File: config.mk
export PLATFORM = sky130hd
export DESIGN_NAME = io_bus_arbiter_flat
export DESIGN_NICKNAME = d
export VERILOG_FILES = /design/src/rtl/io_bus_arbiter_pkg.sv /design/src/rtl/io_bus_arbiter_if.sv /design/src/rtl/io_bus_arbiter_rr.sv /design/src/rtl/io_bus_arbiter.sv /design/src/flat_wrapper.sv
export SDC_FILE = /design/constraint.sdc
export NUM_CORES = 1
export LEC_CHECK = 0
export CORE_MARGIN = 2
export CORE_UTILIZATION = 39
export DETAILED_ROUTE_END_ITERATION = 6
export GPL_TIMING_DRIVEN = 0
export PLACE_DENSITY = 0.84
export SETUP_SLACK_MARGIN = 0.5
export SKIP_CTS_REPAIR_TIMING = 1
export SYNTH_ARGS = -nofsm -noshare
export SYNTH_HDL_FRONTEND = slang
export SYNTH_HIERARCHICAL = 1
export SYNTH_SLANG_ARGS = --single-unit
export TNS_END_PERCENT = 1
File: constraint.sdc
create_clock -name clk -period 2.2 [get_ports clk]
set_input_delay 0.22 -clock clk [delete_from_list [all_inputs] [get_ports clk]]
set_output_delay 0.22 -clock clk [all_outputs]
set_load 0.02 [all_outputs]
File: src/rtl/io_bus_arbiter_pkg.sv
// Shared types and constants for the IO bus arbiter.
// The IO window is the 8 ports at addresses 0..7.
package io_bus_pkg;

  typedef enum logic [1:0] {
    IDLE,
    SETUP,
    STROBE,
    DONE
  } state_t;

  localparam logic REQ_CPU = 1'b0;
  localparam logic REQ_DMA = 1'b1;

  localparam logic [7:0] IO_WIN_MASK = 8'hF8;

  function automatic logic in_window(
    input logic [7:0] addr
  );
    return (addr & IO_WIN_MASK) == 8'h00;
  endfunction

endpackage

File: src/rtl/io_bus_arbiter_if.sv
// Requester and IO-side bus bundle for the arbiter.
// slave = arbiter view, master = requesters plus IO block.
interface io_bus_arbiter_if #(
  parameter int DATA_W = 8,
  parameter int ADDR_W = 8
);
  logic              cpu_req;
  logic              cpu_we;
  logic [ADDR_W-1:0] cpu_addr;
  logic [DATA_W-1:0] cpu_wdata;
  logic [DATA_W-1:0] cpu_rdata;
  logic              cpu_ack;
  logic              cpu_err;

  logic              dma_req;
  logic              dma_we;
  logic [ADDR_W-1:0] dma_addr;
  logic [DATA_W-1:0] dma_wdata;
  logic [DATA_W-1:0] dma_rdata;
  logic              dma_ack;
  logic              dma_err;

  logic [ADDR_W-1:0] io_addr;
  logic [DATA_W-1:0] io_din;
  logic              io_re;
  logic              io_we;
  logic [DATA_W-1:0] io_dout;
  logic              busy;

  modport slave (
    input  cpu_req, cpu_we,
    input  cpu_addr, cpu_wdata,
    output cpu_rdata, cpu_ack, cpu_err,
    input  dma_req, dma_we,
    input  dma_addr, dma_wdata,
    output dma_rdata, dma_ack, dma_err,
    output io_addr, io_din,
    output io_re, io_we,
    input  io_dout,
    output busy
  );

  modport master (
    output cpu_req, cpu_we,
    output cpu_addr, cpu_wdata,
    input  cpu_rdata, cpu_ack, cpu_err,
    output dma_req, dma_we,
    output dma_addr, dma_wdata,
    input  dma_rdata, dma_ack, dma_err,
    input  io_addr, io_din,
    input  io_re, io_we,
    output io_dout,
    input  busy
  );

endinterface

File: src/rtl/io_bus_arbiter_rr.sv
// Two-way round-robin pick; last_grant is
// held by the parent so this stays combinational.
module io_rr_arbiter
  import io_bus_pkg::*;
(
  input  logic [1:0] req,
  input  logic       last_grant,
  output logic       grant
);

  always_comb begin
    grant = REQ_CPU;
    unique case (1'b1)
      (req == 2'b11): grant = ~last_grant;
      (req == 2'b10): grant = REQ_DMA;
      default:        grant = REQ_CPU;
    endcase
  end

endmodule

File: src/rtl/io_bus_arbiter.sv
// Shares the IO port block between CPU and DMA;
// each access runs setup, strobe, done.
module io_bus_arbiter
  import io_bus_pkg::*;
#(
  parameter int DATA_W        = 8,
  parameter int ADDR_W        = 8,
  parameter int STROBE_CYCLES = 2
) (
  input logic             clk,
  input logic             rst_n,
  io_bus_arbiter_if.slave bus
);

  localparam logic [3:0] STB_LAST =
    4'(STROBE_CYCLES - 1);

  state_t            state;
  logic              last_grant;
  logic              win_l;
  logic              we_l;
  logic              err_flag;
  logic [ADDR_W-1:0] addr_l;
  logic [DATA_W-1:0] wdata_l;
  logic [3:0]        cnt;

  logic [ADDR_W-1:0] io_addr_q;
  logic [DATA_W-1:0] io_din_q;
  logic              io_re_q;
  logic              io_we_q;
  logic [1:0]        ack_q;
  logic [1:0]        err_q;
  logic [DATA_W-1:0] rdata_q [2];

  logic [1:0]        req;
  logic              grant;
  logic              sel_we;
  logic [ADDR_W-1:0] sel_addr;
  logic [DATA_W-1:0] sel_wdata;
  logic              sel_win;

  assign req = {bus.dma_req, bus.cpu_req};

  io_rr_arbiter u_rr (
    .req        (req),
    .last_grant (last_grant),
    .grant      (grant)
  );

  always_comb begin
    sel_we    = bus.cpu_we;
    sel_addr  = bus.cpu_addr;
    sel_wdata = bus.cpu_wdata;
    if (grant == REQ_DMA) begin
      sel_we    = bus.dma_we;
      sel_addr  = bus.dma_addr;
      sel_wdata = bus.dma_wdata;
    end
    sel_win = in_window(sel_addr[7:0]);
  end

  always_ff @(posedge clk) begin
    if (!rst_n) begin
      state      <= IDLE;
      last_grant <= REQ_DMA;
      win_l      <= REQ_CPU;
      we_l       <= 1'b0;
      err_flag   <= 1'b0;
      addr_l     <= '0;
      wdata_l    <= '0;
      cnt        <= '0;
      io_addr_q  <= '0;
      io_din_q   <= '0;
      io_re_q    <= 1'b0;
      io_we_q    <= 1'b0;
      ack_q      <= '0;
      err_q      <= '0;
      rdata_q[0] <= '0;
      rdata_q[1] <= '0;
    end else begin
      ack_q <= '0;
      err_q <= '0;
      unique case (state)
        IDLE: begin
          if (|req) begin
            win_l   <= grant;
            we_l    <= sel_we;
            addr_l  <= sel_addr;
            wdata_l <= sel_wdata;
            if (sel_win) begin
              state     <= SETUP;
              io_addr_q <= sel_addr;
              io_din_q  <= sel_wdata;
            end else begin
              // rejected locally, IO block never sees it
              state        <= DONE;
              err_flag     <= 1'b1;
              ack_q[grant] <= 1'b1;
              err_q[grant] <= 1'b1;
              if (!sel_we)
                rdata_q[grant] <= '0;
            end
          end
        end
        SETUP: begin
          state   <= STROBE;
          cnt     <= STB_LAST;
          io_re_q <= ~we_l;
          io_we_q <= we_l;
        end
        STROBE: begin
          if (cnt == 4'd0) begin
            state        <= DONE;
            io_re_q      <= 1'b0;
            io_we_q      <= 1'b0;
            ack_q[win_l] <= 1'b1;
            err_q[win_l] <= err_flag;
            if (!we_l)
              rdata_q[win_l] <= bus.io_dout;
          end else begin
            cnt <= cnt - 4'd1;
          end
        end
        DONE: begin
          state      <= IDLE;
          last_grant <= win_l;
          err_flag   <= 1'b0;
          io_addr_q  <= '0;
          io_din_q   <= '0;
        end
        default: state <= IDLE;
      endcase
    end
  end

  assign bus.io_addr   = io_addr_q;
  assign bus.io_din    = io_din_q;
  assign bus.io_re     = io_re_q;
  assign bus.io_we     = io_we_q;
  assign bus.cpu_ack   = ack_q[REQ_CPU];
  assign bus.cpu_err   = err_q[REQ_CPU];
  assign bus.cpu_rdata = rdata_q[REQ_CPU];
  assign bus.dma_ack   = ack_q[REQ_DMA];
  assign bus.dma_err   = err_q[REQ_DMA];
  assign bus.dma_rdata = rdata_q[REQ_DMA];
  assign bus.busy      = (state != IDLE);

endmodule

File: src/flat_wrapper.sv
// flat-port wrapper written by rule: the top's interface ports become plain ports
module io_bus_arbiter_flat import io_bus_pkg::*;
#(
  parameter int DATA_W        = 8,
  parameter int ADDR_W        = 8,
  parameter int STROBE_CYCLES = 2
)
  (clk, rst_n, bus_cpu_req, bus_cpu_we, bus_cpu_addr, bus_cpu_wdata, bus_cpu_rdata, bus_cpu_ack, bus_cpu_err, bus_dma_req, bus_dma_we, bus_dma_addr, bus_dma_wdata, bus_dma_rdata, bus_dma_ack, bus_dma_err, bus_io_addr, bus_io_din, bus_io_re, bus_io_we, bus_io_dout, bus_busy);
  io_bus_arbiter_if #(.DATA_W(DATA_W), .ADDR_W(ADDR_W)) bus_i ();
  input logic clk;
  input logic rst_n;
  input wire logic [$bits(bus_i.cpu_req)-1:0] bus_cpu_req;
  input wire logic [$bits(bus_i.cpu_we)-1:0] bus_cpu_we;
  input wire logic [$bits(bus_i.cpu_addr)-1:0] bus_cpu_addr;
  input wire logic [$bits(bus_i.cpu_wdata)-1:0] bus_cpu_wdata;
  output wire logic [$bits(bus_i.cpu_rdata)-1:0] bus_cpu_rdata;
  output wire logic [$bits(bus_i.cpu_ack)-1:0] bus_cpu_ack;
  output wire logic [$bits(bus_i.cpu_err)-1:0] bus_cpu_err;
  input wire logic [$bits(bus_i.dma_req)-1:0] bus_dma_req;
  input wire logic [$bits(bus_i.dma_we)-1:0] bus_dma_we;
  input wire logic [$bits(bus_i.dma_addr)-1:0] bus_dma_addr;
  input wire logic [$bits(bus_i.dma_wdata)-1:0] bus_dma_wdata;
  output wire logic [$bits(bus_i.dma_rdata)-1:0] bus_dma_rdata;
  output wire logic [$bits(bus_i.dma_ack)-1:0] bus_dma_ack;
  output wire logic [$bits(bus_i.dma_err)-1:0] bus_dma_err;
  output wire logic [$bits(bus_i.io_addr)-1:0] bus_io_addr;
  output wire logic [$bits(bus_i.io_din)-1:0] bus_io_din;
  output wire logic [$bits(bus_i.io_re)-1:0] bus_io_re;
  output wire logic [$bits(bus_i.io_we)-1:0] bus_io_we;
  input wire logic [$bits(bus_i.io_dout)-1:0] bus_io_dout;
  output wire logic [$bits(bus_i.busy)-1:0] bus_busy;
  assign bus_i.cpu_req = bus_cpu_req;
  assign bus_i.cpu_we = bus_cpu_we;
  assign bus_i.cpu_addr = bus_cpu_addr;
  assign bus_i.cpu_wdata = bus_cpu_wdata;
  assign bus_cpu_rdata = bus_i.cpu_rdata;
  assign bus_cpu_ack = bus_i.cpu_ack;
  assign bus_cpu_err = bus_i.cpu_err;
  assign bus_i.dma_req = bus_dma_req;
  assign bus_i.dma_we = bus_dma_we;
  assign bus_i.dma_addr = bus_dma_addr;
  assign bus_i.dma_wdata = bus_dma_wdata;
  assign bus_dma_rdata = bus_i.dma_rdata;
  assign bus_dma_ack = bus_i.dma_ack;
  assign bus_dma_err = bus_i.dma_err;
  assign bus_io_addr = bus_i.io_addr;
  assign bus_io_din = bus_i.io_din;
  assign bus_io_re = bus_i.io_re;
  assign bus_io_we = bus_i.io_we;
  assign bus_i.io_dout = bus_io_dout;
  assign bus_busy = bus_i.busy;
  io_bus_arbiter #(.DATA_W(DATA_W), .ADDR_W(ADDR_W), .STROBE_CYCLES(STROBE_CYCLES)) u_core (.clk(clk), .rst_n(rst_n), .bus(bus_i));
endmodule
==> key figures, run 1 <==
Job
  • Maxcap violations: 0

Synthesis
  • Cells after Synth: 177
  • Post-synth net total: 228
  • Avg Inst Size Synth: 12.2 sq um
  • Synth Cell Area: 2160 sq um
  • Synth Register Bits: 48
  • Seq/Total Area, Yosys: 51.8%
  • Post-synthesis async set-or-reset flop share: 0%
  • Synth Flop Type: dfxtp_1
  • Number of synthesized flops with an enable pin: 16
  • Synth unique cells: 50
  • Synth warnings: 6

Setup path
  • CP Launch Point: u_core/state[0]$_SDFFE_PN0P_
  • CP Class: reg2reg
  • CP peak stage delay: 500 ps
  • Critical path's slowest cell: or4b_4
  • WP data arrival: 2090 ps
  • Worst EP required: 2240 ps
  • Crit Path Max Fanout: 8
  • Worst r2r path cells: 6
  • Reg2Reg Launch Point: u_core/state[0]$_SDFFE_PN0P_
  • Worst path cell trace: inv_4 > ha_4 > buf_6 > and3b_2 > or4b_4 > a311o_2
  • CP Launch Type: flip-flop
  • Crit. End Element: flip-flop

GRT
  • First-pass GRT wire length: 7600 um
  • Initial antenna violation count: 0
  • Largest net degree at the start of global routing: 17
  • Vias in the first global route: 1693
  • Grt ovf: 0
  • Total GRT Usage: 15.7%

Detailed routing
  • Via count of the routed design: 1711
  • DR iter-0 viols: 95
  • TritonRoute pass-1 iters: 4
  • Vias per cell: 4.89
  • Post-route ant nets: 0
  • Final wirelength: 4850 um
  • DRC: 0
  • WL/cell: 13.9 um

Cells and area
  • Commonest non-fill, non-tap cell in the layout: clkdlybuf4s50_1
  • Final nets: 328
  • Area of the multi-input gates: 1010 sq um
  • Fill cells: 445
  • Fin util: 61.4%
  • Layout Cells excl Fill: 350
  • Commonest cells after routing, fill and taps aside: clkdlybuf4s50_1, dfxtp_1, and2_1
  • Number of diodes: 0
  • Finished Cell Area: 3340 sq um
  • Register Area: 1130 sq um
  • Synthesis-to-finish area growth: 54.4%
  • Layout cells sized above 1: 20.1%

Worst hold path
  • Hold depth: 1
  • Worst hold path type: reg2reg
  • Hold Startpoint: u_core/bus.io_addr[3]$_SDFFE_PN0P_

Timing
  • Post-layout min period: 2060 ps
  • Tightest Pin Transition: 429 ps
  • # setup viols final: 0
  • Final Hold Viols: 0
  • Unrepaired setup endpoints after global routing: yes
  • Fmax: 0.486 GHz
  • Clock skew: 11.1 ps
  • Period utilization: 93.5%
  • Slew HR: 71.1%
  • Max-slew violations: 0

Outcome
  • Status: finished, final reports clean

Power
  • VDD IR-drop max: 431 uV
  • Switching Power: 1.00 mW
  • Sequential Power Share: 38.9%
  • Pwr/cell area: 914 nW/um^2
  • Power Internal: 2.05 mW
  • Leak: 1.26 nW
  • Switching share of total power: 32.8%
  • Overall Power: 3.05 mW
  • Clock share of power: 21.2%
  • Combinational power share: 39.9%

Clocking
  • Clock Latency Late Sink: 310 ps
  • Clock Pin Slew Worst Setup and Hold Paths: 90 ps
  • H-tree depth: 2
  • Clk buf depth: 2
  • Clock sinks: 48
  • Root Buffer Master: clkbuf_8
  • Total CTS buffers: 5
  • CTS tree: built

Place
  • Dpl cells: 333
  • Final Wtd Congestion: 0.796
  • HPWL Detailed: 3540 um
  • Port-buffer cells: 84
  • Placed Area: 3110 sq um

Die
  • Number of core rows: 27
  • Core Area: 5440 sq um
  • Chip width: 78.5 um
  • IO Count: 85
  • Die Ht: 78.5 um
  • Starting density of the core: 39.8%
  • Die area: 6160 sq um
## cells in the mapped netlist (2+ instances only)
master,instances,area (sq um)
a211oi_1,2,15.0
a21boi_0,2,15.0
a21oi_1,4,20.0
and2_1,21,131
and3b_1,2,17.5
buf_6,3,33.8
dfxtp_1,32,641
edfxtp_1,16,480
ha_1,5,62.6
inv_1,6,22.5
mux2i_1,14,140
nand2_1,8,30.0
nand3_1,2,10.0
nor2_1,7,26.3
nor3_1,2,10.0
o21a_1,3,22.5
o21ai_0,5,25.0
o2bb2ai_2,10,150
or2_2,2,12.5
## power by group through the flow
stage / sequential, mW / clock [mW] / combinational, mW
final: 1.19 / 0.649 / 1.22
after global routing: 1.21 / 0.696 / 1.33
after CTS: 1.18 / 0.661 / 1.11
after detailed placement: 1.19 / 0 / 1.10
after global placement: 1.19 / 0 / 1.07
after floorplan: 1.30 / 0 / 0.591
## layout make-up
cell class	instances	area share (%)
Multi-Input combinational cell	116	30.2
Inverter	7	0.862
Tap cell	72	2.70
Timing Repair Buffer	93	27.3
Clock buffer	5	2.06
Buffer	6	1.72
Sequential cell	48	33.7
Clock inverter	3	1.42
## critical path, delay by kind of cell, from the launching register on
kind | cells | cell delay (ps)
adder cells (fa/ha/maj) | 1 | 110
flip-flops | 1 | 370
buffers and inverters | 2 | 160
AO/OA/AOI/OAI | 1 | 440
AND/OR/NAND/NOR | 2 | 710
## per-layer routing
metal | wire (um) | share of wire, % | GRT usage (%)
met5 | 0 | 0 | 0
met4 | 78 | 1.6 | 6.49
met3 | 331 | 6.8 | 5.75
met2 | 2420 | 50 | 27.9
met1 | 2020 | 42 | 16.8
## final timing paths
| path | slack (ps) | to |
|---|---|---|
| worst max-delay path | 140 | u_core/rdata_q[0][3]$_SDFFCE_PN0P_ |
| worst min register to register | 470 | u_core/bus.io_addr[3]$_SDFFE_PN0P_ |
| worst max register to register | 140 | u_core/rdata_q[0][3]$_SDFFCE_PN0P_ |
| worst min-delay path | 470 | u_core/bus.io_addr[3]$_SDFFE_PN0P_ |
## flip-flops by register name, summed over array words and instances (netlist names), 2 cells and up
signal              cells
u_core/cnt              4
u_core/ack_q            2
u_core/state            2
u_core/bus.io_addr      8
u_core/rdata_q         16
u_core/bus.io_din       8
u_core/err_q            2
## cell families (layout without fill, tap and decap cells)
logic type               after synthesis  count (layout)  share of synthesized area (%)
flip-flops                            48              48                           51.8
adder cells (fa/ha/maj)                5               5                           2.89
multiplexers                          14              14                           6.48
AND/OR/NAND/NOR                       59              59                           17.9
AO/OA/AOI/OAI                         37              37                           16.9
XOR/XNOR                               1               1                          0.405
buffers and inverters                 13             114                           3.53
## metrics by stage
step | hold slack (ps) | worst slack [ps] | TNS [ps]
after global routing | 491 | 82.0 | 0
after global placement | 443 | -227 | -3550
after detailed placement | 447 | -244 | -4320
after floorplan | 396 | 249 | 0
final | 474 | 143 | 0
after CTS | 473 | 15.2 | 0
No activity file was read; power rests on OpenSTA's default activity.
==> inputs of run 2 (changes only) <==
--- a/config.mk
+++ b/config.mk
@@ -5,8 +5,9 @@
 export SDC_FILE = /design/constraint.sdc
 export NUM_CORES = 1
 export LEC_CHECK = 0
-export CORE_MARGIN = 2
+export CORE_MARGIN = 5
 export CORE_UTILIZATION = 39
+export CTS_CLUSTER_SIZE = 10
 export DETAILED_ROUTE_END_ITERATION = 6
 export GPL_TIMING_DRIVEN = 0
 export PLACE_DENSITY = 0.84
==> run 2 against run 1 <==
Effect of this change: flip-flop and latch count did not move; clock power barely moved; largest power group is now sequential cells; fmax fell by 0.80%; non-clock buffer count fell by 4.
==> key figures, run 2 (synthesis gave the netlist of run 1 again) <==
Detailed routing
  • WL/cell: 14.3 um (+3.2%)
  • TritonRoute pass-1 iters: 4 (unchanged)
  • DRC: 0 (unchanged)
  • Post-route ant nets: 0 (unchanged)
  • DR iter-0 viols: 88 (-7.4%)
  • Vias per cell: 4.87 (-0.44%)
  • Final wirelength: 4950 um (+2.0%)
  • Via count of the routed design: 1684 (-1.6%)

Place
  • Placed Area: 3110 sq um (unchanged)
  • HPWL Detailed: 3840 um (+8.4%)
  • Port-buffer cells: 84 (unchanged)
  • Dpl cells: 333 (unchanged)
  • Final Wtd Congestion: 0.784 (-1.5%)

Timing
  • Final Hold Viols: 0 (unchanged)
  • Hold Slack: 471 ps (-2.83 ps)
  • Post-layout min period: 2070 ps (+16.5 ps)
  • # setup viols final: 0 (unchanged)
  • Fmax: 0.482 GHz (-0.80%)
  • Clock skew: 6.16 ps (-4.92 ps)
  • Max-slew violations: 0 (unchanged)
  • Slew HR: 70.8% (-0.32 points)
  • Tightest Pin Transition: 438 ps (+9.38 ps)
  • Period utilization: 94.2% (+0.75 points)
  • Unrepaired setup endpoints after global routing: yes

Power
  • Pwr/cell area: 909 nW/um^2 (-0.58%)
  • VDD IR-drop max: 383 uV (-11%)
  • Overall Power: 3.00 mW (-1.6%)
  • Leak: 1.24 nW (-1.9%)

Cells and area
  • Number of diodes: 0 (unchanged)
  • Most flops, register: u_core/rdata_q
  • Commonest non-fill, non-tap cell in the layout: clkdlybuf4s50_1
  • Synthesis-to-finish area growth: 52.7%
  • Layout cells sized above 1: 18.2% (-1.9 points)
  • Final nets: 324 (-1.2%)
  • Layout Cells excl Fill: 346 (-1.1%)
  • Finished Cell Area: 3300 sq um (-1.0%)
  • Commonest cells after routing, fill and taps aside: clkdlybuf4s50_1, dfxtp_1, and2_1
  • Largest register FFs: 16 (unchanged)

Clocking
  • CTS tree: built
  • Total CTS buffers: 5 (unchanged)
  • H-tree depth: 2 (unchanged)
  • Clock Latency Late Sink: 300 ps (about the same)
  • Clk buf depth: 2 (unchanged)
  • Clock Pin Slew Worst Setup and Hold Paths: 90 ps (about the same)
  • Root Buffer Master: clkbuf_8
  • Clock sinks: 48 (unchanged)

Setup path
  • Worst r2r path cells: 6 (unchanged)
  • CP Class: reg2reg
  • Crit Path Max Fanout: 8 (unchanged)
  • WP data arrival: 2110 ps (+20 ps)
  • Crit. End Element: flip-flop
  • CP Launch Type: flip-flop
  • Worst EP required: 2230 ps (about the same)

GRT
  • First-pass GRT wire length: 7900 um (+3.9%)
  • Initial antenna violation count: 0 (unchanged)
  • Total GRT Usage: 13.7% (-2.0 points)
  • Vias in the first global route: 1630 (-3.7%)
  • Grt ovf: 0 (unchanged)
  • Largest net degree at the start of global routing: 17 (unchanged)

Die
  • Core Area: 5440 sq um (unchanged)
  • Starting density of the core: 39.8% (unchanged)
  • IO Count: 85 (unchanged)
  • Number of core rows: 27 (unchanged)
  • Die Ht: 84.5 um (+7.6%)
  • Die area: 7140 sq um (+16%)
  • Chip width: 84.5 um (+7.6%)

Job
  • Maxcap violations: 0 (unchanged)

Worst hold path
  • Hold depth: 1 (unchanged)
  • Worst hold path type: reg2reg

Outcome
  • Status: finished, final reports clean
run 2: cell type report:
type,count,area [sq um]
fill,445,2130
tap,72,90.1
sequential,48,1130
clock buffer,5,68.8
multi-input combinational,116,997
clock inverter,3,46.3
inverter,7,28.8
buffer,6,53.8
timing repair buffer,89,893
run 2: power by group:
part	internal (mW)	total (mW)	switching [mW]	leakage [nW]
Clock	0.342	0.647	0.305	0.0548
Combinational	0.586	1.17	0.587	0.757
Sequential	1.09	1.18	0.0953	0.429
Total	2.02	3.00	0.987	1.24
run 2: worst paths after layout:
kind	startpoint	end	slack [ps]
worst max-delay path	u_core/state[0]$_SDFFE_PN0P_	u_core/rdata_q[0][0]$_SDFFCE_PN0P_	130
worst min register to register	u_core/bus.io_addr[7]$_SDFFE_PN0P_	u_core/bus.io_addr[7]$_SDFFE_PN0P_	470
worst max register to register	u_core/state[0]$_SDFFE_PN0P_	u_core/rdata_q[0][0]$_SDFFCE_PN0P_	130
worst min-delay path	u_core/bus.io_addr[7]$_SDFFE_PN0P_	u_core/bus.io_addr[7]$_SDFFE_PN0P_	470
run 2: stage by stage:
step	setup TNS, ps	util (%)	setup slack [ps]
floorplan	0	-	249
detailed placement	-4480	57.3	-272
global route	0	60.8	62.6
global placement	-3570	57.3	-223
finish	0	60.8	127
CTS	0	59.4	9.75
run 2: layer usage:
| metal | vias up | global-route usage, % | share of wire [%] |
|---|---|---|---|
| met5 | - | 0 | 0 |
| met4 | 0 | 3.60 | 1.5 |
| met3 | 10 | 4.91 | 7.8 |
| met2 | 65 | 23.2 | 48 |
| met1 | 774 | 16.5 | 42 |
| li1 | 835 | - | - |
run 2: critical path, stage by stage (launching register included):
cell     delay (ps)
dfxtp_4         380
inv_4            60
ha_4            110
buf_6           110
and3b_2         210
or4b_4          500
a311o_2         440
